File: src/rtl/a2d_pkg.sv
// Shared types and divider/transaction constants for the A2D SPI master.
// Divider constants are generated from the divider width (5 bits gives 10111/01111/11111).
package a2d_pkg;

  typedef enum logic [2:0] {
    IDLE,
    TXN1,
    GAP,
    TXN2,
    BACK_PORCH
  } a2d_state_e;

  localparam int TXN_LEN = 16;

  // Front porch preload: SCLK high, 9 clks before the first (dummy) fall.
  function automatic logic [31:0] div_preload(input int w);
    return (32'd1 << (w - 1)) | ((32'd1 << (w - 2)) - 32'd1);
  endfunction

  function automatic logic [31:0] div_rise(input int w);
    return (32'd1 << (w - 1)) - 32'd1;
  endfunction

  function automatic logic [31:0] div_fall(input int w);
    return (32'd1 << w) - 32'd1;
  endfunction

endpackage

File: src/rtl/spi_shft16.sv
// 16-bit SPI shift register with MISO sample flop and falling-edge shift counter.
// The first shift request after a load/clear is the dummy edge: no shift, not counted.
module spi_shft16
  import a2d_pkg::*;
(
  input  logic        clk,
  input  logic        rst_n,
  input  logic        load_i,
  input  logic [15:0] cmd_i,
  input  logic        clear_i,
  input  logic        smpl_i,
  input  logic        shift_i,
  input  logic        miso_i,
  output logic        mosi_o,
  output logic [11:0] data_o,
  output logic        done_o
);

  logic [15:0] shft_q;
  logic        smpl_q;
  logic [4:0]  cnt_q;
  logic        dummy_q;

  // Asserted in the same cycle as the shift that completes the word.
  assign done_o = shift_i && !dummy_q && (cnt_q == 5'(TXN_LEN - 1));
  assign mosi_o = shft_q[15];
  assign data_o = shft_q[11:0];

  always_ff @(posedge clk or negedge rst_n) begin
    if (!rst_n) begin
      shft_q  <= '0;
      smpl_q  <= 1'b0;
      cnt_q   <= '0;
      dummy_q <= 1'b1;
    end else begin
      if (smpl_i) smpl_q <= miso_i;
      if (load_i || clear_i) begin
        shft_q  <= load_i ? cmd_i : 16'h0000;
        cnt_q   <= '0;
        dummy_q <= 1'b1;
      end else if (shift_i) begin
        if (dummy_q) begin
          dummy_q <= 1'b0;
        end else begin
          shft_q <= {shft_q[14:0], smpl_q};
          cnt_q  <= cnt_q + 5'd1;
        end
      end
    end
  end

endmodule

File: src/rtl/a2d_intf.sv
// SPI master for an ADC128S-style 8-channel 12-bit A2D: command frame, 1-clk gap, result frame.
// Build option: define A2D_RES_INVERT_EN to present the bit-inverted result.
module a2d_intf
  import a2d_pkg::*;
#(
  parameter int SCLK_DIV_W = 5
) (
  input  logic        clk,
  input  logic        rst_n,
  input  logic        strt_cnv,
  input  logic [2:0]  chnnl,
  output logic        cnv_cmplt,
  output logic [11:0] res,
  output logic        SS_n,
  output logic        SCLK,
  output logic        MOSI,
  input  logic        MISO
);

  localparam logic [SCLK_DIV_W-1:0] DIV_PRELOAD = SCLK_DIV_W'(div_preload(SCLK_DIV_W));
  localparam logic [SCLK_DIV_W-1:0] DIV_RISE    = SCLK_DIV_W'(div_rise(SCLK_DIV_W));
  localparam logic [SCLK_DIV_W-1:0] DIV_FALL    = SCLK_DIV_W'(div_fall(SCLK_DIV_W));

  a2d_state_e            state_q;
  logic [SCLK_DIV_W-1:0] div_q, div_d;
  logic                  ss_n_q;
  logic                  cmplt_q;
  logic [11:0]           res_q;

  logic        active, smpl, shft, load, clear, done;
  logic [11:0] data;

  assign active = (state_q == TXN1) || (state_q == TXN2);
  assign smpl   = active && (div_q == DIV_RISE);
  assign shft   = active && (div_q == DIV_FALL);
  assign load   = (state_q == IDLE) && strt_cnv;
  assign clear  = (state_q == GAP);

  spi_shft16 u_shft (
    .clk    (clk),
    .rst_n  (rst_n),
    .load_i (load),
    .cmd_i  ({2'b00, chnnl, 11'h000}),
    .clear_i(clear),
    .smpl_i (smpl),
    .shift_i(shft),
    .miso_i (MISO),
    .mosi_o (MOSI),
    .data_o (data),
    .done_o (done)
  );

  // Divider sits at the preload whenever SPI is idle so SCLK rests high;
  // reloading on the last shift keeps SCLK high through GAP and BACK_PORCH.
  always_comb begin
    div_d = DIV_PRELOAD;
    unique case (state_q)
      TXN1, TXN2: if (!done) div_d = div_q + 1'b1;
      BACK_PORCH: if (div_q != DIV_FALL) div_d = div_q + 1'b1;
      default:    div_d = DIV_PRELOAD;
    endcase
  end

  always_ff @(posedge clk or negedge rst_n) begin
    if (!rst_n) begin
      state_q <= IDLE;
      ss_n_q  <= 1'b1;
      cmplt_q <= 1'b0;
      res_q   <= '0;
      div_q   <= DIV_PRELOAD;
    end else begin
      div_q   <= div_d;
      cmplt_q <= 1'b0;
      case (state_q)
        IDLE: if (strt_cnv) begin
          state_q <= TXN1;
          ss_n_q  <= 1'b0;
        end
        TXN1: if (done) begin
          state_q <= GAP;
          ss_n_q  <= 1'b1;
        end
        GAP: begin
          state_q <= TXN2;
          ss_n_q  <= 1'b0;
        end
        TXN2: if (done) state_q <= BACK_PORCH;
        BACK_PORCH: if (div_q == DIV_FALL) begin
          state_q <= IDLE;
          ss_n_q  <= 1'b1;
          cmplt_q <= 1'b1;
`ifdef A2D_RES_INVERT_EN
          res_q   <= ~data;
`else
          res_q   <= data;
`endif
        end
        default: state_q <= IDLE;
      endcase
    end
  end

  assign SCLK      = div_q[SCLK_DIV_W-1];
  assign SS_n      = ss_n_q;
  assign cnv_cmplt = cmplt_q;
  assign res       = res_q;

endmodule

File: config.mk
export PLATFORM = sky130hd
export DESIGN_NAME = a2d_intf
export DESIGN_NICKNAME = d
export VERILOG_FILES = /design/src/rtl/a2d_pkg.sv /design/src/rtl/spi_shft16.sv /design/src/rtl/a2d_intf.sv
export SDC_FILE = /design/constraint.sdc
export NUM_CORES = 1
export LEC_CHECK = 0
export CORE_ASPECT_RATIO = 1.25
export CORE_UTILIZATION = 54
export CTS_CLUSTER_DIAMETER = 200
export CTS_CLUSTER_SIZE = 20
export DETAILED_ROUTE_END_ITERATION = 10
export PLACE_DENSITY = 0.77
export SLEW_MARGIN = 10
export SYNTH_ARGS = -nofsm -noshare
export SYNTH_HDL_FRONTEND = slang
export SYNTH_SLANG_ARGS = --single-unit
File: constraint.sdc
create_clock -name clk -period 2.9 [get_ports clk]
set_input_delay 0.29 -clock clk [delete_from_list [all_inputs] [get_ports clk]]
set_output_delay 0.29 -clock clk [all_outputs]
set_load 0.01 [all_outputs]
Word-level counts from Yosys, hierarchy flattened
Cells that the tools add are included.
Storage, ports and cells
  output and inout bits: 16
  flip-flop bits (word level): 45
  input bits: 7
  word-level logic and storage cells: 63
Operators by class
  reduce and logical (&&, ||, !) cells: 16
  equality and inequality tests: 13
  muxes and demuxes: 23
  $add $sub $neg: 2
Operators with widths (count)
  $mux 16: 3
  $mux 5: 5
  $pmux 3 s5: 1
  $mux 14: 1
  $mux 3: 4
  $add 5x1->5 const B: 2
  $eq 5x4->1 const B: 2
  $ne 2x2->1 const B: 5
  $pmux 5 s2: 1
  $reduce_and 4->1: 2
  $mux 1: 7
  $eq 3x2->1 const B: 2
  $eq 5x5->1 const B: 1
  $logic_and 1x1->1: 5
  $ne 5x5->1 const B: 1
  $pmux 1 s4: 1
  $reduce_and 2->1: 2
  $reduce_bool 4->1: 1
  $eq 3x1->1 const B: 1
  $eq 3x3->1 const B: 1
  $logic_not 3->1: 1
  $logic_or 1x1->1: 2
  $reduce_bool 2->1: 1
  $reduce_or 2->1: 1
  $logic_not 1->1: 1

Depth between registers and ports, before layout
Gate-level depths: netlist of the first run.
  depth after elaboration: 7
  gate-level depth with buffers: 8
  gate-level depth less buffers: 7

Cells and area by module
From an unflattened synthesis of the first run, not the netlist that was laid out.
Second synthesis, totals
  cells, all modules: 198
  area total of the unflattened synthesis: 2311.0 um^2
Modules (own cells, without submodules)
  spi_shft16: cells each 119, area each 1241.2 um^2, times used 1, sequential area each 576.8 um^2
  a2d_intf: cells each 79, area each 1069.8 um^2, times used 1, sequential area each 556.8 um^2

Least setup slack after synthesis of the first run
Ideal clock, no wire load.
  path type: register to register
  start point: register div_q[0]
  end point: register res_q[0], in the netlist res[0]
  period minus slack after synthesis: 2103 ps
  buffers on the path: 1
  data arrival time: 1979 ps
  path slack: 797 ps
  data required time: 2775 ps
  stages on the path, launching flop included: 8
  path through: dfstp_2 ha_1 and3_1 ha_1 inv_1 nor3b_4 buf_6 mux2_2
Between the ends
  cells in the longest elaborated chain, start to end: 2
Ends and longest elaborated chain
  from (decl): line a2d_intf.sv:25  | logic [SCLK_DIV_W-1:0] div_q, div_d;
  from (signal assigned): line a2d_intf.sv:72  | div_q <= div_d;
  $eq 5x5->1: line a2d_intf.sv:88  | BACK_PORCH: if (div_q == DIV_FALL) begin
  $reduce_and 2->1 (no line)
  to (signal assigned): line a2d_intf.sv:95  | res_q <= data;
  to (decl): line a2d_intf.sv:28  | logic [11:0] res_q;
Every way passes these cells.
A chain may end at the register's enable or synchronous reset.

Worst setup path in the final report of the first run
  start point: register div_q[0]
  end point: register u_shft.cnt_q[2]
Between the ends
  cells in the longest elaborated chain, start to end: 4
Ends and longest elaborated chain
  $eq 5x5->1: line a2d_intf.sv:35  | assign shft = active && (div_q == DIV_FALL);
  $logic_and 1x1->1: line a2d_intf.sv:35
  $reduce_bool 2->1 (no line)
  $reduce_and 2->1 (no line)
  to (signal assigned): line spi_shft16.sv:46  | cnt_q <= cnt_q + 5'd1;
  to (decl): line spi_shft16.sv:21  | logic [4:0] cnt_q;
Every way passes these cells.

==> flow_summary.ini, run 1 <==
[critical_path]
cp.arrival_ns = 2.43
crit_slowest_cell = dfstp_2
r2r-start = div_q[0]
end_kind = register
worstSetupStartpointType = register
cp_slowest_stage_delay_ns = 0.55
cp-startpoint = div_q[0]
crit_path_frequent_cell = ha_1
crit_chain = ha_1 -> and3_1 -> ha_1 -> nand4bb_1 -> buf_4 -> o21ai_0 -> a21oi_1
worstRegToRegCells = 7
path_class = reg -> reg
crit_end = u_shft.cnt_q[2]
crit_fanout = 14
r2r_slack_ns = 0.65
reg2reg_to = u_shft.cnt_q[2]
critical_path_required_ns = 3.08

[cells_and_area]
drive_above_1_share_pct = 16.8
fillers = 284
finalNetCount = 215
area_delta_synth_final_pct = 16.7
seq_area_um2 = 1130
multiInputGateArea_um2 = 790
final_cell_area_um2 = 2340
utilization_pct = 66.6
diodes = 0

[placement]
placed_cell_area_um2 = 2240
hpwl_um = 2430
gp_congestion = 0.781
port_buffers = 22

[timing]
tightest_slew_ns = 0.945
fin_crit_sh_pct = 77.5
finalHoldViolCount = 0
fin_setup_tns_ns = 0
slew_violations = 0
fmaxAchievable_mhz = 445
period_needed_ns = 2.25
skew_ns = 0.00633
rsz0062_at_grt = no
slew_headroom_pct = 37.0
setup_violations = 0

[logic_synthesis]
netlist-cell-type-count = 36
yosysWarnings = 0
ys_seq_elements = 45
syn_area_um2 = 2010
netlist_instances = 180
synthesis.nets = 193
syn_area_per_cell_um2 = 11.1
seq_area_frac_synth_pct = 56.5

[power_and_ir_drop]
ir_worst_vdd_mv = 0.651
p_clk_share_pct = 26.0
p_per_area_nw_per_um2 = 740
seqPwrFrac_pct = 53.6
p_int_w = 0.00125
leakage_nw = 1.02
swShare_pct = 28.1
pwr-share-comb_pct = 20.4
switching_power_w = 0.000486

[routing]
drt-initial-drc-count = 59
wl_met3_um = 119
final_antenna_net_count = 0
top_layer = met4
wl_met2_um = 1960
m1WireLength_um = 1400
route.detailed.vias_per_inst = 5.70
drc = 0
first_pass_iters = 4
vias = 1373
drt_wl_total_um = 3540
wl_per_cell_um = 14.7

[floorplanning]
core_area_um2 = 3510
die_w_um = 56.5
die_h_um = 70.1
dieArea_um2 = 3960
rows = 24
pin_count = 23
start_util_pct = 57.1

[cts]
cts_tree = built
h-tree-depth = 2
clock-root-buffer = clkbuf_8
postCtsResizedCells = 0
clockBufferDepth = 2
clk_latency_ns = 0.30
cts_buffers = 5
cts.clk_slew.worst_paths_ns = 0.08
post_cts.repair.setup_buffers = 0
clock-sinks = 45
holdBufCountCts = 0

[global_route]
antenna_found_initial = 0
track_usage_pct = 20.3
grt_max_degree = 46
globalRouteOverflowTotal = 0
grt_pass1_wl_um = 6170
grt_pass1_vias = 1360

[hold_path]
holdCritPathClass = in -> async

[outcome]
status = finished clean

[job]
cap_violations = 0
flip-flops by register name, summed over array words and instances (netlist names):
register	flops
res	12
div_q	5
u_shft.cnt_q	5
state_q	3
SS_n	1
u_shft.dummy_q	1
u_shft.shft_q	16
u_shft.smpl_q	1
cnv_cmplt	1
metal layers:
layer  GRT usage, %  up-vias
li1               -      656
met1           23.0      681
met2           36.7       29
met3           4.44        7
met4           7.32        0
met5              0        -
Yosys cell counts, drive strengths merged:
cell / n / area share (%)
dfrtp: 39 / 49
nand2: 37 / 6.9
a21oi: 16 / 4.0
mux2: 13 / 7.3
buf: 10 / 3.1
inv: 7 / 1.3
dfstp: 6 / 7.9
ha: 6 / 3.7
nor2: 4 / 0.75
o32ai: 4 / 1.7
nor3: 3 / 0.75
xnor2: 3 / 1.3
a211oi: 2 / 0.75
a21o: 2 / 0.75
a2bb2oi: 2 / 0.87
a31oi: 2 / 0.62
and3: 2 / 0.62
nand2b: 2 / 0.62
nand3: 2 / 0.50
nor2b: 2 / 0.62
nor3b: 2 / 1.3
nor4b: 2 / 1.2
o21ai: 2 / 0.50
or3: 2 / 0.62
and2: 1 / 0.31
and4bb: 1 / 0.62
nand3b: 1 / 0.37
nand4b: 1 / 0.44
nand4bb: 1 / 0.56
o21bai: 1 / 0.37
o2bb2a: 1 / 0.50
xor2: 1 / 0.44
layout make-up:
cell class,instances,share of cell area (%)
multi-input combinational,118,33.7
timing repair buffer,25,10.2
inverter,7,1.12
sequential,45,48.4
clock inverter,2,1.50
clock buffer,5,2.94
tap,39,2.09
worst max-delay path, delay by kind of cell, from the launching register on:
family / cells / cell delay [ns]
buf+inv: 1 / 0.30
compound gates: 2 / 0.29
simple gates: 2 / 0.53
fa+ha+maj: 2 / 0.48
flops: 1 / 0.55
per-stage QoR:
step / total power [W] / std cells / hold WS (ns) / worst slack, ns
5_1_grt: 0.00184 / 241 / 0.229 / 0.485
3_5_place_dp: 0.00130 / 234 / 0.448 / 0.651
4_1_cts: 0.00175 / 241 / 0.175 / 0.636
6_report: 0.00173 / 241 / 0.132 / 0.653
2_1_floorplan: 0.00117 / 180 / -0.00559 / 0.797
3_3_place_gp: 0.00127 / 234 / 0.439 / 0.736
worst min-delay path by stage:
stage	start	end	slack (ns)	cells after the start
5_1_grt	rst_n	u_shft.shft_q[6]	0.23	1
3_3_place_gp	div_q[0]	div_q[0]	0.44	1
2_1_floorplan	rst_n	cnv_cmplt	-0.006	0
3_5_place_dp	div_q[0]	div_q[0]	0.45	1
4_1_cts	rst_n	u_shft.shft_q[6]	0.17	1
6_report	rst_n	u_shft.shft_q[6]	0.13	1
cells by family (layout without fill, tap and decap cells):
kind of cell | after synthesis | count (layout) | synth area share, %
multiplexers | 13 | 13 | 7.30
AND/OR/NAND/NOR | 63 | 63 | 16.2
flip-flops | 45 | 45 | 56.5
buffers and inverters | 17 | 39 | 4.37
AO/OA/AOI/OAI | 32 | 32 | 10.1
adder cells (fa/ha/maj) | 6 | 6 | 3.74
XOR/XNOR | 4 | 4 | 1.75
placed cells by master, fill, tap and decap left out, drive strengths merged, types with 2 or more instances in the layout:
cell / netlist / final
buf: 10 / 4
nor3: 3 / 3
a2bb2oi: 2 / 2
clkbuf: 0 / 5
dfrtp: 39 / 39
nor2: 4 / 4
nor2b: 2 / 2
a211oi: 2 / 2
ha: 6 / 6
nand2: 37 / 37
nor3b: 2 / 2
o32ai: 4 / 4
and3: 2 / 2
a21oi: 16 / 16
nand2b: 2 / 2
o21ai: 2 / 2
a21o: 2 / 2
clkdlybuf4s50: 0 / 21
or3: 2 / 2
nor4b: 2 / 2
dfstp: 6 / 6
inv: 7 / 7
a31oi: 2 / 2
nand3: 2 / 2
mux2: 13 / 13
xnor2: 3 / 3
power groups by stage:
stage / clock network, W / logic, W / registers (W)
finish: 0.000450 / 0.000354 / 0.000928
global route: 0.000478 / 0.000408 / 0.000953
floorplan: 0 / 0.000268 / 0.000907
global placement: 0 / 0.000343 / 0.000931
CTS: 0.000461 / 0.000362 / 0.000930
detailed placement: 0 / 0.000358 / 0.000941
Power figures use the tool's default switching activity.
==> inputs of run 2 (changes only) <==
Settings changed: CORE_UTILIZATION 54 to 49, PLACE_DENSITY 0.77 to 0.74.
Clock period 2.9 ns to 2 ns, I/O delays scaled along.
==> run 2 against run 1 <==
  * The run now ends with setup timing left
  * Sequential power rose by 48%
  * Via count rose by 5.6%
  * Critical path type unchanged
  * Clock power rose by 46%
  * Clock skew fell by 0.0021 ns
  * Sequential share of layout area fell by 4.6 points
  * Largest power group unchanged
  * Critical path depth rose by 1
  * Final cell count rose by 12%
==> flow_summary.ini, run 2 (synthesized netlist as in run 1, its figures left out) <==
[outcome]
status = finished, violations left
violations = setup timing

[floorplanning]
start_util_pct = 52.1
die_h_um = 73.5
rows = 25
die_w_um = 59.2
dieArea_um2 = 4350
pin_count = 23
core_area_um2 = 3850

[timing]
fmaxAchievable_mhz = 497
fin_ws_ns = -0.0136
fin_setup_tns_ns = -0.0651
slew_headroom_pct = 55.6
skew_ns = 0.00420
rsz0062_at_grt = yes
tightest_slew_ns = 0.666
period_needed_ns = 2.01
finalHoldViolCount = 0
fin_crit_sh_pct = 101
setup_violations = 8
slew_violations = 0

[hold_path]
holdPathStages = 3
holdCritPathClass = in -> reg
min_from = chnnl[0]
min_to = u_shft.shft_q[11]

[routing]
final_antenna_net_count = 0
first_pass_iters = 4
wl_per_cell_um = 15.4
vias = 1450
drc = 0
drt-initial-drc-count = 68
route.detailed.vias_per_inst = 5.37
drt_wl_total_um = 4160

[power_and_ir_drop]
power.total_w = 0.00263
ir_worst_vdd_mv = 0.664
p_per_area_nw_per_um2 = 1020
leakage_nw = 1.12

[cells_and_area]
layout_common_cells = dfrtp_1, nand2_1, clkdlybuf4s50_1
diodes = 0
area_delta_synth_final_pct = 28.9
layout_commonest_cell = dfrtp_1
finalNetCount = 229
drive_above_1_share_pct = 24.1
regMostFlops = u_shft.shft_q
largest_reg_flops = 16

[critical_path]
path_class = reg -> reg
r2r_slack_ns = -0.01
crit_fanout = 7
critical_path_required_ns = 2.18
cp.arrival_ns = 2.20
reg2reg_to = res[8]
crit_path_frequent_cell = ha_4
worstSetupStartpointType = register
crit_slowest_cell = dfstp_2
r2r-start = div_q[1]
cp_slowest_stage_delay_ns = 0.57
end_kind = register
path_delay_family = flip-flops
critPathBufInv = 3
crit_chain = ha_4 -> and3_4 -> ha_4 -> inv_4 -> nor3b_4 -> buf_6 -> buf_12 -> mux2_4
worstRegToRegCells = 8

[placement]
port_buffers = 22
hpwl_um = 2700
dpl_worst_slack_ns = -0.0154
gp_congestion = 0.789

[global_route]
track_usage_pct = 20.7
grtUsageMet1_pct = 23.5
grt_pass1_vias = 1356
globalRouteOverflowTotal = 0
use_met2_pct = 35.6
grt_pass1_wl_um = 6440
grt_max_degree = 31
antenna_found_initial = 0
grt-busiest-layer = met2
met3_usage_pct = 5.28

[cts]
cts.clk_slew.worst_paths_ns = 0.08
h-tree-depth = 2
clockBufferDepth = 2
cts_tree = built
clock-root-buffer = clkbuf_8
cts_buffers = 5
clk_latency_ns = 0.29
clock-sinks = 45

[job]
cap_violations = 0
[run 2: where the power goes]
group          leakage [nW]  switching, W  total [W]  internal (W)
registers             0.574      0.000201    0.00137       0.00117
logic                 0.487      0.000269   0.000598      0.000329
clock network        0.0540      0.000296   0.000659      0.000363
total                  1.12      0.000766    0.00263       0.00186
[run 2: what timing repair did]
action,in CTS,in global routing
hold buffers,1,0
buffers inserted,3,1
endpoints found under the hold margin,27,0
pin swaps,2,3
endpoints found under the setup margin,13,15
gates cloned,1,0
resized for setup,3,16
[run 2: worst register-to-register path, delay by kind of cell, from the launching register on]
family | cells | cell delay (ns)
flops | 1 | 0.57
mux | 1 | 0.30
fa+ha+maj | 2 | 0.31
simple gates | 2 | 0.39
buf+inv | 3 | 0.35
[run 2: metal layers]
layer	part of all wire (%)	wire length, um
met5	0	0
met4	1.8	75
met3	3.2	135
met2	54	2240
met1	41	1720
[run 2: layout make-up]
class / count / area (um2)
clock inverters: 2 / 35.0
inverters: 7 / 28.8
repair buffers: 39 / 382
clock buffers: 5 / 68.8
fillers: 299 / 1260
well taps: 54 / 67.6
flip-flops and latches: 45 / 1130
multi-input cells: 118 / 870
[run 2: worst max path at each step]
stage | slack (ns) | endpoint | start | cells after the start
finish | -0.01 | res[8] | div_q[1] | 8
global route | -0.05 | res[8] | div_q[1] | 8
CTS | 0.006 | res[8] | div_q[1] | 8
detailed placement | -0.02 | res[8] | div_q[0] | 7
global placement | 0.04 | res[9] | div_q[0] | 7
floorplan | 0.003 | res[0] | div_q[0] | 7
[run 2: per-stage QoR]
step / area (um2) / instances / hold WS, ns / util, %
after CTS: 2510 / 269 / 0.447 / 65.3
after detailed placement: 2340 / 257 / 0.266 / 60.9
final: 2580 / 270 / 0.447 / 67.2
after global routing: 2580 / 270 / 0.474 / 67.2
after global placement: 2340 / 257 / 0.257 / 60.9
after floorplan: 2020 / 180 / -0.0956 / -
==> inputs of run 3 (changes only) <==
Settings changed: MAX_ROUTING_LAYER set to met4.
==> run 3 against run 2 <==
  * Non-clock buffer count unchanged
  * Utilization stayed put
  * Global-route usage grew 0.72 points
  * Largest cell class unchanged
  * Via count about the same
  * Critical path type unchanged
  * Critical path depth unchanged
  * The flow still finishes with violations (setup timing)
  * Combinational power hardly changed
  * Clock power about the same
==> flow_summary.ini, run 3 (synthesized netlist as in run 1, its figures left out) <==
[outcome]
status = finished, violations left
violations = setup timing

[cts]
cts_buffers = 5
clk_latency_ns = 0.30
clock-root-buffer = clkbuf_8
clock-sinks = 45
h-tree-depth = 2
cts_tree = built
clockBufferDepth = 2
cts.clk_slew.worst_paths_ns = 0.08

[floorplanning]
die_w_um = 59.2
dieArea_um2 = 4350
pin_count = 23
rows = 25
die_h_um = 73.5
core_area_um2 = 3850
start_util_pct = 52.1

[timing]
fin_ws_ns = -0.00167
fmaxAchievable_mhz = 500
tightest_slew_ns = 0.677
finalHoldViolCount = 0
fin_crit_sh_pct = 100
setup_violations = 2
slew_headroom_pct = 54.9
period_needed_ns = 2.00
rsz0062_at_grt = yes
slew_violations = 0
skew_ns = 0.00478

[cells_and_area]
utilization_pct = 67.2
diodes = 0
fillers = 299
drive_above_1_share_pct = 24.1
multiInputGateArea_um2 = 870
finalNetCount = 229
seq_area_um2 = 1130
largest_reg_flops = 16
final_cell_count_no_fill = 270
layout_common_cells = dfrtp_1, nand2_1, clkdlybuf4s50_1
area_delta_synth_final_pct = 28.9
regMostFlops = u_shft.shft_q
layout_commonest_cell = dfrtp_1

[global_route]
grt_max_degree = 31
track_usage_pct = 21.4
globalRouteOverflowTotal = 0
grt_pass1_wl_um = 6470
antenna_found_initial = 0
grt_pass1_vias = 1357

[critical_path]
worstRegToRegCells = 8
critical_path_required_ns = 2.19
end_kind = register
reg2reg_to = res[3]
r2r-start = div_q[1]
cp.arrival_ns = 2.19
path_class = reg -> reg
cp-startpoint = div_q[1]
worstSetupStartpointType = register
crit_fanout = 7
r2r_slack_ns = -0.002

[placement]
gp_congestion = 0.800
dpl_worst_slack_ns = -0.0154
port_buffers = 22
placedCellCount = 257
hpwl_um = 2700

[power_and_ir_drop]
pwr-share-comb_pct = 22.7
switching_power_w = 0.000766
swShare_pct = 29.1
p_int_w = 0.00186
ir_worst_vdd_mv = 0.663
p_per_area_nw_per_um2 = 1020
p_clk_share_pct = 25.0
leakage_nw = 1.12
seqPwrFrac_pct = 52.3

[routing]
first_pass_iters = 4
drt-initial-drc-count = 95
final_antenna_net_count = 0
wl_per_cell_um = 15.4
drt_wl_total_um = 4160
drc = 0
route.detailed.vias_per_inst = 5.37
vias = 1449

[hold_path]
min_to = u_shft.shft_q[11]
holdCritPathClass = in -> reg
min_from = chnnl[0]
holdPathStages = 3

[job]
cap_violations = 0
## run 3: cell counts in the layout (fill, tap and decap cells not counted)
Identical to the previous run, type by type.
## run 3: worst max path at each step
stage | end | slack [ns] | depth (start not counted)
2_1_floorplan | res[0] | 0.003 | 7
3_3_place_gp | res[9] | 0.04 | 7
3_5_place_dp | res[8] | -0.02 | 7
4_1_cts | res[8] | 0.006 | 8
5_1_grt | res[8] | -0.03 | 8
6_report | res[3] | -0.002 | 8
## run 3: layout make-up
cell class	instances	area share [%]
Timing Repair Buffer	39	14.8
Clock buffer	5	2.66
Sequential cell	45	43.9
Tap cell	54	2.61
Clock inverter	2	1.36
Multi-Input combinational cell	118	33.6
Inverter	7	1.11
## run 3: timing repair
item | CTS | global route
hold buffers | 1 | 0
endpoints found under the hold margin | 27 | 0
cloned | 1 | 0
resized for setup | 3 | 16
buffers inserted | 3 | 1
pin swaps | 2 | 2
setup endpoints to repair | 13 | 15
## run 3: critical path, cell delays in order (launching register included)
cell	delay, ns
dfstp_2	0.57
ha_4	0.14
and3_4	0.18
ha_4	0.16
inv_4	0.05
nor3b_4	0.20
buf_6	0.16
buf_12	0.13
mux2_4	0.30
## run 3: metrics by stage
stage,instance area (um2),power (W),setup TNS [ns],hold WS [ns]
floorplan,2020,0.00172,0,-0.0956
global placement,2340,0.00189,0,0.257
detailed placement,2340,0.00194,-0.0473,0.266
CTS,2510,0.00261,0,0.447
global route,2580,0.00278,-0.253,0.474
finish,2580,0.00263,-0.00313,0.448
## run 3: power groups by stage
stage | logic (W) | registers, W | clock network [W]
5_1_grt | 0.000671 | 0.00140 | 0.000704
3_3_place_gp | 0.000539 | 0.00135 | 0
2_1_floorplan | 0.000398 | 0.00132 | 0
4_1_cts | 0.000581 | 0.00136 | 0.000670
6_report | 0.000596 | 0.00138 | 0.000659
3_5_place_dp | 0.000564 | 0.00138 | 0
## run 3: routing by layer
metal	share of wire (%)	routed length, um	track usage (%)	vias to the layer above
li1	-	-	-	687
met1	41	1700	23.6	722
met2	54	2260	35.8	32
met3	2.9	122	5.28	8
met4	2.0	82	10.1	0
met5	0	0	-	-
